<file path="config.mk">
export PLATFORM = sky130hd
export DESIGN_NAME = fft_out_serializer
export DESIGN_NICKNAME = d
export VERILOG_FILES = /design/src/rtl/fft_out_serializer.sv
export SDC_FILE = /design/constraint.sdc
export NUM_CORES = 1
export LEC_CHECK = 0
export CAP_MARGIN = 10
export CORE_MARGIN = 2
export CORE_UTILIZATION = 45
export DETAILED_ROUTE_END_ITERATION = 12
export GPL_TIMING_DRIVEN = 0
export PLACE_DENSITY = 0.72
export SYNTH_ARGS = -nofsm -noshare
export SYNTH_HDL_FRONTEND = slang
export SYNTH_SLANG_ARGS = --single-unit
</file>
<file path="constraint.sdc">
create_clock -name clk -period 2.4 [get_ports clk]
set_clock_uncertainty 0.1 [all_clocks]
set_input_delay 0.24 -clock clk [delete_from_list [all_inputs] [get_ports clk]]
set_output_delay 0.24 -clock clk [all_outputs]
set_load 0.01 [all_outputs]
</file>
<file path="src/rtl/fft_out_serializer.sv">
// fft_out_serializer: captures a 16-bin complex spectrum frame on a one-cycle
// load strobe and streams it bin by bin (index 0..15) over a valid/ready port.
// Optional macro FFT_SER_SHADOW_EN adds a one-frame shadow buffer so a frame
// loaded mid-stream can follow the current one without a bubble.
module fft_out_serializer #(
  parameter int WORD_SIZE = 16
) (
  input  logic                 clk,
  input  logic                 rst_n,
  input  logic [WORD_SIZE-1:0] in0_re,  in1_re,  in2_re,  in3_re,
  input  logic [WORD_SIZE-1:0] in4_re,  in5_re,  in6_re,  in7_re,
  input  logic [WORD_SIZE-1:0] in8_re,  in9_re,  in10_re, in11_re,
  input  logic [WORD_SIZE-1:0] in12_re, in13_re, in14_re, in15_re,
  input  logic [WORD_SIZE-1:0] in0_im,  in1_im,  in2_im,  in3_im,
  input  logic [WORD_SIZE-1:0] in4_im,  in5_im,  in6_im,  in7_im,
  input  logic [WORD_SIZE-1:0] in8_im,  in9_im,  in10_im, in11_im,
  input  logic [WORD_SIZE-1:0] in12_im, in13_im, in14_im, in15_im,
  input  logic                 load,
  output logic                 busy,
  output logic [WORD_SIZE-1:0] out_re,
  output logic [WORD_SIZE-1:0] out_im,
  output logic [3:0]           out_idx,
  output logic                 out_valid,
  input  logic                 out_ready,
  output logic                 out_last,
  output logic                 overrun
);

  typedef enum logic {IDLE, STREAM} state_t;

  state_t               state_q, state_d;
  logic [WORD_SIZE-1:0] in_re [16];
  logic [WORD_SIZE-1:0] in_im [16];
  logic [WORD_SIZE-1:0] frm_re_q [16];
  logic [WORD_SIZE-1:0] frm_re_d [16];
  logic [WORD_SIZE-1:0] frm_im_q [16];
  logic [WORD_SIZE-1:0] frm_im_d [16];
  logic [3:0]           idx_q, idx_d;
  logic                 ovr_q, ovr_d;
  logic                 xfer_last;
`ifdef FFT_SER_SHADOW_EN
  logic [WORD_SIZE-1:0] shd_re_q [16];
  logic [WORD_SIZE-1:0] shd_re_d [16];
  logic [WORD_SIZE-1:0] shd_im_q [16];
  logic [WORD_SIZE-1:0] shd_im_d [16];
  logic                 shd_full_q, shd_full_d;
`endif

  assign in_re = '{in0_re, in1_re, in2_re,  in3_re,  in4_re,  in5_re,  in6_re,  in7_re,
                   in8_re, in9_re, in10_re, in11_re, in12_re, in13_re, in14_re, in15_re};
  assign in_im = '{in0_im, in1_im, in2_im,  in3_im,  in4_im,  in5_im,  in6_im,  in7_im,
                   in8_im, in9_im, in10_im, in11_im, in12_im, in13_im, in14_im, in15_im};

  assign out_valid = (state_q == STREAM);
  assign out_idx   = idx_q;
  assign out_last  = out_valid && (idx_q == 4'd15);
  assign out_re    = frm_re_q[idx_q];
  assign out_im    = frm_im_q[idx_q];
  assign overrun   = ovr_q;
  assign xfer_last = out_last && out_ready;

`ifdef FFT_SER_SHADOW_EN
  assign busy = out_valid && shd_full_q && !xfer_last;
`else
  assign busy = out_valid && !xfer_last;
`endif

  // Next-state: frame capture/promotion, index advance, FSM and overrun flag
  always_comb begin
    state_d  = state_q;
    idx_d    = idx_q;
    frm_re_d = frm_re_q;
    frm_im_d = frm_im_q;
    ovr_d    = ovr_q | (load & busy);
`ifdef FFT_SER_SHADOW_EN
    shd_re_d   = shd_re_q;
    shd_im_d   = shd_im_q;
    shd_full_d = shd_full_q;
`endif
    // Index wraps 15->0 naturally; it only leaves 0 again if streaming continues
    if (out_valid && out_ready) idx_d = idx_q + 4'd1;
    unique case (state_q)
      IDLE: begin
        if (load) begin
          frm_re_d = in_re;
          frm_im_d = in_im;
          idx_d    = 4'd0;
          state_d  = STREAM;
        end
      end
      STREAM: begin
`ifdef FFT_SER_SHADOW_EN
        // Shadow frame (if any) is next in line; a coincident load refills it
        if (xfer_last) begin
          if (shd_full_q) begin
            frm_re_d = shd_re_q;
            frm_im_d = shd_im_q;
            if (load) begin
              shd_re_d = in_re;
              shd_im_d = in_im;
            end else begin
              shd_full_d = 1'b0;
            end
          end else if (load) begin
            frm_re_d = in_re;
            frm_im_d = in_im;
          end else begin
            state_d = IDLE;
          end
        end else if (load && !shd_full_q) begin
          shd_re_d   = in_re;
          shd_im_d   = in_im;
          shd_full_d = 1'b1;
        end
`else
        if (xfer_last) begin
          if (load) begin
            frm_re_d = in_re;
            frm_im_d = in_im;
          end else begin
            state_d = IDLE;
          end
        end
`endif
      end
      default: state_d = IDLE;
    endcase
  end

  // State and data registers with synchronous active-low reset
  always_ff @(posedge clk) begin
    if (!rst_n) begin
      state_q <= IDLE;
      idx_q   <= '0;
      ovr_q   <= 1'b0;
      for (int unsigned i = 0; i < 16; i++) begin
        frm_re_q[i] <= '0;
        frm_im_q[i] <= '0;
      end
`ifdef FFT_SER_SHADOW_EN
      shd_full_q <= 1'b0;
      for (int unsigned i = 0; i < 16; i++) begin
        shd_re_q[i] <= '0;
        shd_im_q[i] <= '0;
      end
`endif
    end else begin
      state_q  <= state_d;
      idx_q    <= idx_d;
      ovr_q    <= ovr_d;
      frm_re_q <= frm_re_d;
      frm_im_q <= frm_im_d;
`ifdef FFT_SER_SHADOW_EN
      shd_full_q <= shd_full_d;
      shd_re_q   <= shd_re_d;
      shd_im_q   <= shd_im_d;
`endif
    end
  end

endmodule

</file>
* Word level (Yosys, flattened, before mapping) *
Index checks and enable logic that the tools add are counted.

word-level totals
  register bits = 518
  latch bits = 0
  bits in writable memories = 0
  bits in read-only memories = 0
  bits of input ports = 516
  output and inout bits = 40
  logic and storage cells = 66
  memories = 0

operators by class
  add/sub/neg operators = 1
  multipliers = 0
  div/mod/pow operators = 0
  order comparisons = 1
  eq/ne operators = 2
  shift operators = 0
  mux-type cells = 18
  bitwise gates (word level) = 4
  reduce and logical (&&, ||, !) cells = 5

operator list
  cell                 number
  $mux 256             4
  $pmux 256 s2         2
  $bmux 16 s4          2
  $mux 16              4
  $mux 4               3
  $ge 5x5->1 const B   1
  $not 4->5            1
  $add 4x1->4 const B  1
  $eq 4x4->1 const B   1
  $logic_and 1x1->1    4
  $mux 1               2
  $ne 2x1->1 const B   1
  $pmux 1 s2           1
  $and 1x1->1          1
  $logic_not 1->1      1
  $not 1->1            1
  $or 1x1->1           1

* Longest topological paths before layout *
  depth in word-level cells = 7
  gate-level depth with buffers = 8
  gate-level depth less buffers = 5

* Least setup slack after synthesis *
Ideal clock, no wire load.

  path type = reg-to-output
  start point = register idx_q[0], in the netlist out_idx[0]
  end point = output port out_re[10]
  arrival = 1.684 ns
  data required time = 2.060 ns
  slack = 0.376 ns
  cell stages (with the launch flop) = 6
  path buffers = 2
  path through = dfxtp_1 > buf_6 > buf_2 > mux4_2 > a32oi_1 > o21ai_0

between the ends
  longest elaborated chain between the ends = 4

RTL lines
  what                                        line  source
  from (decl)                                 38    logic [3:0] idx_q, idx_d;
  from (signal assigned)                      149   idx_q <= idx_d;
  $not 4->5 (not written as such)             57    assign out_re = frm_re_q[idx_q];
  $bmux 16 s4                                 57
  $mux 16 (not written as such) (2 in a row)  57
  to (decl)                                   20    output logic [WORD_SIZE-1:0] out_re,

No other way between the ends. The select of a mux whose other input is x is not followed.

* Worst setup path after layout *
  start point = register idx_q[0], in the netlist out_idx[0]
  end point = output port out_im[13]

between the ends
  longest elaborated chain between the ends = 4

RTL lines
  what                                        line  source
  $not 4->5 (not written as such)             58    assign out_im = frm_im_q[idx_q];
  $bmux 16 s4                                 58
  $mux 16 (not written as such) (2 in a row)  58
  to (decl)                                   21    output logic [WORD_SIZE-1:0] out_im,

No other way between the ends. The select of a mux whose other input is x is not followed.

==> impl_metrics.toml <==
[cts]
clockRootBuffer = "clkbuf_16"
cts_max_path_buffers = 3
cts-htree-levels = 2
cts-buffers-inserted = 54
clock_latency_ns = 0.61
tritoncts = "built"
cts_sinks = 518
clkTransAtPathRegs_ns = 0.07

[setup_path]
critPathMostFrequentCell = "buf_12"
end_kind = "primary output"
setup.worst_path.start = "out_idx[0]"
r2r-start = "out_idx[0]"
cp_max_fo = 6
cp.required_ns = 2.06
cp_slowest_cell = "mux4_2"
start_kind = "register"
critPathKind = "register to primary output"
arrival_ns = 2.51
path_cells = "buf_8 > buf_12 > buf_12 > mux4_2 > a32oi_2 > o21ai_1 > buf_2"
cpPeakStageDelay_ns = 0.59

[power_and_ir_drop]
seqPwrFrac_pct = 43.9
vdd_ir_drop_max_v = 0.0005586
total_power_mw = 21.30
clkPwrFrac_pct = 40.7
cellLeakagePower_nw = 12.10
swShare_pct = 25.56
powerDensity_nw_per_um2 = 657.7
p_sw_mw = 5.444
comb_power_share_pct = 15.4
intPower_mw = 15.86

[floorplan]
die_x_microns = 232.2
die_y_microns = 232.2
dieArea_sq_um = 53930
row_count = 83
ios = 556
initial_utilization_pct = 45.60
fp.coreArea_sq_um = 51410

[grt]
grt_pass1_vias = 22240
grt_max_degree = 15
grt.overflow.total = 0
antenna_found_initial = 9
grt_pass1_wl_mm = 135.4
grt.total_usage_pct = 34.03

[cells_and_area]
drive_above_1_share_pct = 13.55
final_nets = 3745
syn2layout_area_growth_pct = 38.17
nFillCells = 4303

[timing]
rsz0062_at_grt = "true"
max_freq_ghz = 0.3507
hold_viol = 0
slew_headroom_pct = 50.14
slew_viol_final = 0
min_period_over_period_pct = 118.8
worst_slew_pin_slew_ns = 0.7479
min_period_ns = 2.852
setup_ws_ns = -0.4515
setup_viol = 32
tns_ns = -12.59

[yosys]
ys_warn_count = 0
synth_top_cell_area_share_pct = 44.24
synth_area_leaders = "dfxtp_1 (44%), nand2_1 (16%), a21boi_1 (15%)"
async_reset_ff_share_pct = 0
synth_top_cell_by_area = "dfxtp_1"
synthCells = 2596
synth_edf_count = 0
synth_cell_types = 30
syn-num-nets = 3113
synth_most_common_cell = "nand2_1"
syn_area_per_cell_sq_um = 9.030
synth_ff_type = "dfxtp_1"
ys_ff_latch = 518
synth.top_cells.by_count = "nand2_1 (1029), dfxtp_1 (518), a21boi_1 (480)"
netlist_area_sq_um = 23440
ys_seq_area_share_pct = 44.24

[detailed_routing]
routed_wire_length_per_instance_microns = 23.81
route.met3.wl_mm = 7.385
wl_met1_mm = 36.52
vias = 21900
drt-vias-per-instance = 5.538
drcViolationCount = 0
first_iter_violations = 1673
routed.top_layer = "met5"
wl_met2_mm = 45.82
postRouteWirelength_mm = 94.15
drt_pass1_iterations = 5
postRouteAntennaNets = 0

[worst_hold_path]
min_from = "in2_im[8]"
hold_path.class = "input port to register"

[run]
maxCapViolCount = 0

[outcome]
outcome = "finished with violations"
failed_checks = "setup timing"

[placement]
dp_hpwl_mm = 74.73
gp_congestion = 0.9799
port_buffers = 554
-- critical path: cells and delay by family, from the launching register on --
kind | cells | cell delay, ns
mux | 1 | 0.59
buf+inv | 4 | 0.59
compound gates | 2 | 0.34
flops | 1 | 0.38
-- cells in the final DEF (no fill, tap or decap), types with 2 or more instances in the layout --
cell,instances
buf_2,87
nor2b_1,3
buf_4,19
clkinvlp_4,4
mux4_2,96
a21boi_1,480
dfxtp_1,515
buf_8,4
dfxtp_2,2
and2_1,3
mux2i_1,89
a22oi_2,15
clkdlybuf4s50_1,520
buf_16,6
bufinv_16,3
o21ai_2,8
mux2i_2,8
a32oi_2,8
clkbuf_8,15
a21boi_0,32
o21ai_1,24
clkbuf_16,60
a21oi_1,2
a22oi_1,17
a32oi_1,25
inv_2,2
diode_2,4
clkbuf_2,3
o21ai_0,2
nor2_1,2
clkbuf_1,73
nand2_1,1029
buf_6,69
o21a_1,2
clkbuf_4,7
clkinv_2,11
buf_12,11
-- stage by stage --
stage	cells	util [%]	setup slack, ns	area, sq um	hold slack, ns
2_1_floorplan	2596	-	0.3764	23440	0.2641
3_3_place_gp	3830	58.04	-0.7651	29840	0.3373
3_5_place_dp	3830	58.04	-0.7867	29840	0.3422
4_1_cts	3944	62.62	-0.5264	32190	0.05918
5_1_grt	3951	62.99	-0.5041	32380	0.06744
6_report	3954	63.01	-0.4515	32390	0.07840
-- sequential cells by signal (all words and copies together), names as in the netlist --
| signal | flops |
|---|---|
| frm_im_q | 256 |
| out_idx | 4 |
| out_valid | 1 |
| overrun | 1 |
| frm_re_q | 256 |
-- power groups by stage --
stage / clock [mW] / combinational, mW / sequential (mW)
floorplan: 0 / 1.51 / 9.43
global placement: 0 / 3.10 / 9.50
detailed placement: 0 / 3.15 / 9.53
CTS: 8.70 / 3.23 / 9.35
global route: 9.05 / 3.48 / 9.40
finish: 8.66 / 3.29 / 9.36
-- layer usage --
metal | up-vias | track usage [%]
li1 | 10080 | -
met5 | - | 0
met4 | 14 | 15.71
met3 | 191 | 6.410
met1 | 10630 | 41.06
met2 | 989 | 58.55
-- path summary, 6_finish.rpt --
path                   endpoint  slack, ns  cells after the start
setup / recovery     out_im[13]      -0.45                      7
hold / removal    frm_im_q[216]       0.08                      3
setup reg to reg  frm_im_q[125]       0.14                      7
hold reg to reg   frm_im_q[144]       0.35                      2
-- cells by family after synthesis --
family,after synthesis,share of synthesized area [%]
flip-flops,518,44.24
adder cells (fa/ha/maj),1,0.05337
AND/OR/NAND/NOR,1041,16.78
buffers and inverters,224,5.914
AO/OA/AOI/OAI,619,19.65
multiplexers,193,13.37
-- what timing repair did --
item	4_1_cts	5_1_grt
pin swaps	12	7
cloned	5	3
hold endpoints to repair	9	0
setup endpoints to repair	34	41
buffers inserted	10	4
hold buffers	1	0
gates resized for setup	271	34
-- final cells by class --
| cell class | instances | area, sq um | share of cell area, % |
|---|---|---|---|
| Antenna cell | 4 | 10.01 | 0.03090 |
| Buffer | 221 | 1685 | 5.204 |
| Clock buffer | 79 | 1649 | 5.092 |
| Clock inverter | 19 | 183.9 | 0.5679 |
| Inverter | 3 | 11.26 | 0.03477 |
| Multi-Input combinational cell | 1854 | 11880 | 36.69 |
| Sequential cell | 518 | 10380 | 32.04 |
| Tap cell | 680 | 850.8 | 2.627 |
| Timing Repair Buffer | 576 | 5739 | 17.72 |
No activity file was read; power rests on OpenSTA's default activity.
